--- config.mk ---
export PLATFORM = sky130hd
export DESIGN_NAME = swap_mestre
export DESIGN_NICKNAME = d
export VERILOG_FILES = /design/src/rtl/swap_mestre.sv
export SDC_FILE = /design/constraint.sdc
export NUM_CORES = 1
export LEC_CHECK = 0
export CORE_UTILIZATION = 45
export CTS_CLUSTER_DIAMETER = 100
export CTS_CLUSTER_SIZE = 24
export DETAILED_ROUTE_END_ITERATION = 8
export PLACE_DENSITY = 0.76
export SYNTH_ARGS = -nofsm -noshare
export SYNTH_HDL_FRONTEND = slang
export SYNTH_SLANG_ARGS = --single-unit
export TNS_END_PERCENT = 1
--- constraint.sdc ---
create_clock -name clk -period 1.9 [get_ports clk]
set_input_delay 0.19 -clock clk [delete_from_list [all_inputs] [get_ports clk]]
set_output_delay 0.19 -clock clk [all_outputs]
set_load 0.005 [all_outputs]
--- src/rtl/swap_mestre.sv ---
`default_nettype none
// ============================================================================
// Module   : swap_mestre
// Purpose  : Initiator for the three-register swap engine's x/done handshake.
//            On an accepted start it issues n_swaps back-to-back swap
//            requests on x. For each request it waits for the engine's
//            one-cycle done and counts completed swaps. It signals the end
//            of a run with a one-cycle finished pulse, and raises a sticky
//            err if the engine does not answer within TIMEOUT cycles.
// Ports    : clk       - clock, rising edge
//            rst       - asynchronous active-low reset
//            start     - run command, sampled in IDLE or ERR
//            n_swaps   - swap count for the run, latched on accepted start
//            done      - one-cycle completion from the swap engine
//            x         - swap request, high one cycle per swap
//            busy      - high while a swap is requested or awaited
//            count     - swaps completed in the current or last run
//            finished  - one-cycle pulse at the end of a run
//            err       - timeout flag, held until the next accepted start
// Revision : 1.0 - initial release
// ============================================================================
module swap_mestre #(
    parameter int CW      = 8,
    parameter int TW      = 4,
    parameter int TIMEOUT = 15
) (
    input  logic          clk,
    input  logic          rst,
    input  logic          start,
    input  logic [CW-1:0] n_swaps,
    input  logic          done,
    output logic          x,
    output logic          busy,
    output logic [CW-1:0] count,
    output logic          finished,
    output logic          err
);

    localparam logic [TW-1:0] TO_LIMIT = TW'(TIMEOUT);

    typedef enum logic [2:0] {
        S_IDLE = 3'd0,
        S_REQ  = 3'd1,
        S_WAIT = 3'd2,
        S_FIN  = 3'd3,
        S_ERR  = 3'd4
    } state_t;

    state_t        state;
    state_t        state_next;
    logic [CW-1:0] n_lat;
    logic [CW-1:0] n_next;
    logic [CW-1:0] count_next;
    logic [CW-1:0] count_inc;
    logic [TW-1:0] tcnt;
    logic [TW-1:0] tcnt_next;
    logic [TW-1:0] tcnt_inc;

    assign count_inc = count + CW'(1);
    assign tcnt_inc  = tcnt + TW'(1);

    // Next-state and datapath update.
    always_comb begin
        state_next = state;
        n_next     = n_lat;
        count_next = count;
        tcnt_next  = tcnt;
        case (state)
            S_IDLE, S_ERR: begin
                if (start) begin
                    n_next     = n_swaps;
                    count_next = '0;
                    tcnt_next  = '0;
                    state_next = (n_swaps == '0) ? S_FIN : S_REQ;
                end
            end
            S_REQ: begin
                tcnt_next  = '0;
                state_next = S_WAIT;
            end
            S_WAIT: begin
                // A done arriving on the timeout cycle still completes the swap.
                if (done) begin
                    count_next = count_inc;
                    state_next = (count_inc == n_lat) ? S_FIN : S_REQ;
                end else begin
                    tcnt_next = tcnt_inc;
                    if (tcnt_inc == TO_LIMIT) begin
                        state_next = S_ERR;
                    end
                end
            end
            S_FIN: begin
                state_next = S_IDLE;
            end
            default: begin
                state_next = S_IDLE;
            end
        endcase
    end

    always_ff @(posedge clk or negedge rst) begin
        if (!rst) begin
            state <= S_IDLE;
            n_lat <= '0;
            count <= '0;
            tcnt  <= '0;
        end else begin
            state <= state_next;
            n_lat <= n_next;
            count <= count_next;
            tcnt  <= tcnt_next;
        end
    end

    // Outputs are registered from the next state, so each flag is high
    // exactly while the FSM occupies the corresponding state.
    always_ff @(posedge clk or negedge rst) begin
        if (!rst) begin
            x        <= 1'b0;
            busy     <= 1'b0;
            finished <= 1'b0;
            err      <= 1'b0;
        end else begin
            x        <= (state_next == S_REQ);
            busy     <= (state_next == S_REQ) || (state_next == S_WAIT);
            finished <= (state_next == S_FIN);
            err      <= (state_next == S_ERR);
        end
    end

endmodule
`default_nettype wire
==> metrics.cfg <==
[timing]
period_needed_ps = 1812
relSlewSlack_pct = 55.27
worst_pin_slew_ps = 668.4
finalSetupViolations = 0
fmax_mhz = 551.8
skew_ps = 3.000
timing.final.crit_share_pct = 95.38
drv_slew = 0
hold_viol = 0

[finish]
final_nets = 189
multi_input_area_um2 = 777.0
final-seq-area_um2 = 675.6
syn_to_final_growth_pct = 24.89
n_antenna_cell = 0
fillers = 269
stdcell_count = 217
layout-drive-gt1-share_pct = 16.76
final_area_um2 = 1858

[die]
initial_core_util_pct = 47.94
ios = 24
rows = 20
die_area_um2 = 3540
core_area_um2 = 3103
die_y_um = 59.50
die_w_um = 59.50

[power]
p_sw_share_pct = 36.14
p_clk_share_pct = 12.2
pwr-share-comb_pct = 44.2
p_seq_share_pct = 43.6
internal_power_w = 0.001318
powerDensity_nw_per_um2 = 1111
ir_drop_v = 0.0005354
switching_power_w = 0.0007462
leakage_nw = 0.7718

[synth]
syn_inst = 144
yosysTopAreaCell = dfrtp_1
synth-edff-count = 0
synth.distinct_cells = 42
synth_nets = 159
synth.most_common_cell = dfrtp_1
yosys_register_bits = 27
yosysWarnings = 0
syn_avg_cell_area_um2 = 10.33
syn-cell-area_um2 = 1488
synth.area.top_cells = dfrtp_1 45%, mux2_2 6.8%, o21ai_0 3.7%, xnor2_1 3.5%, nor2_1 3.0%
yosysTopAreaCellShare_pct = 45.42
async_flop_share_pct = 100.0
synth_common_cells = 27 x dfrtp_1, 12 x nor2_1, 11 x o21ai_0, 9 x mux2_2
synth-main-ff-cell = dfrtp_1
yosysSeqAreaShare_pct = 45.42

[drt]
post-route-drc-count = 0
via_per_inst = 5.599
drt_pre_antenna_iters = 4
drt_iter0_drc = 74
vias = 1215
drt-wirelength-per-cell_um = 15.29
routed_wl_mm = 3.319
postRouteAntennaNets = 0

[cts]
holdBufCountCts = 0
clk_pin_slew_ps = 140
tritoncts = built
cts_max_path_buffers = 2
cts_buffers = 3
cts.sink_count = 27
clkLatencyLatePin_ps = 330
cts-root-buf = clkbuf_4
htree_levels = 1

[status]
outcome = complete, no violations

[placed_design]
placed_cells = 212
place.gp.congestion = 0.8271
placed_area_um2 = 1803
dp_hpwl_mm = 2.484
port_buffers = 23

[worst_setup_path]
path_max_fanout = 7
endpoint_kind = register
critPathKind = reg -> reg
worstPathArrival_ps = 2020
critPathRequiredTime_ps = 2110
critPathLaunchType = register

[global_routing]
grt_first_pass_wirelength_mm = 5.526
grt_max_degree = 28
gr-total-overflow = 0
grt_pass1_vias = 1135
track_usage_pct = 21.30
antenna_found_initial = 0

[hold_path]
hp-class = in -> async

[job]
drv_cap = 0

per-layer routing:
| layer | vias up | global-route usage (%) | share of wire (%) |
|---|---|---|---|
| li1 | 586 | - | - |
| met1 | 593 | 27.26 | 44 |
| met2 | 30 | 36.44 | 50 |
| met3 | 6 | 2.620 | 3.0 |
| met4 | 0 | 8.638 | 2.1 |
| met5 | - | 0 | 0 |
cell families (layout without fill, tap and decap cells):
kind of cell | count (synthesis) | in the layout | share of synthesized area [%]
buf+inv | 12 | 41 | 3.784
simple gates | 44 | 44 | 16.15
flops | 27 | 27 | 45.42
compound gates | 35 | 35 | 16.82
mux | 12 | 12 | 8.831
fa+ha+maj | 3 | 3 | 2.523
xor+xnor | 11 | 11 | 6.476
critical path, cell delays in order (launching register included):
cell	delay [ps]
dfrtp_1	420
buf_4	170
and3_1	230
a311oi_1	350
a211oi_2	110
o31ai_4	310
xnor2_1	90
state kept, by name, summed over array words and instances (netlist names):
signal / count
busy: 1
count: 8
err: 1
finished: 1
n_lat: 8
state: 3
tcnt: 4
x: 1
worst paths after layout:
| kind | start | endpoint | slack, ps | depth (start not counted) |
|---|---|---|---|---|
| setup / recovery | count[0] | busy | 90 | 6 |
| hold / removal | rst | x | 210 | 2 |
| setup reg to reg | count[0] | busy | 90 | 6 |
| hold reg to reg | n_lat[3] | n_lat[3] | 550 | 1 |
| max in group asynchronous | rst | n_lat[7] | 1440 | 2 |
| min in group clk | n_swaps[5] | n_lat[5] | 500 | 2 |
power groups by stage:
stage,sequential (W),clock [W],combinational (W)
after detailed placement,0.000907,0,0.000861
final,0.000900,0.000253,0.000912
after floorplan,0.000888,0,0.000564
after global routing,0.000918,0.000277,0.00100
after CTS,0.000897,0.000260,0.000864
after global placement,0.000895,0,0.000816
per-stage QoR:
| step | util, % | setup WS, ps | total power (W) | hold slack (ps) | TNS, ps |
|---|---|---|---|---|---|
| global placement | 58.10 | 102.7 | 0.001711 | 513.8 | 0 |
| CTS | 58.95 | 36.90 | 0.002021 | 223.5 | 0 |
| detailed placement | 58.10 | 15.11 | 0.001768 | 518.1 | 0 |
| finish | 59.88 | 87.69 | 0.002065 | 213.9 | 0 |
| global route | 59.88 | -3.811 | 0.002200 | 237.3 | -3.811 |
| floorplan | - | 176.5 | 0.001453 | -105.6 | 0 |
cell usage in the layout (no fill, tap or decap), types with 2 or more instances in the layout:
| cell | count |
|---|---|
| clkdlybuf4s50_1 | 23 |
| and3_1 | 3 |
| dfrtp_1 | 27 |
| xnor2_1 | 6 |
| nor2b_1 | 2 |
| nand2_1 | 6 |
| mux2i_1 | 3 |
| nor2_1 | 12 |
| o2bb2ai_1 | 3 |
| ha_1 | 2 |
| nand3_1 | 4 |
| a31oi_1 | 4 |
| xor2_1 | 5 |
| clkbuf_4 | 3 |
| mux2_2 | 9 |
| o21ai_0 | 11 |
| nand3b_1 | 3 |
| nand2b_1 | 3 |
| o31ai_1 | 3 |
| nor3_1 | 2 |
| o41ai_1 | 2 |
| buf_4 | 11 |
| inv_1 | 3 |
cell type report:
class	count	area share, %
clock buffers	4	1.414
inverters	3	0.6061
multi-input cells	105	41.82
flip-flops and latches	27	36.36
well taps	44	2.963
repair buffers	34	16.84
what timing repair did:
item                                    in CTS  in global routing
gates resized for setup                      0                  4
endpoints found under the setup margin       0                  3
setup buffers                                0                  1
Note: power is estimated with default switching activity, not from simulation.
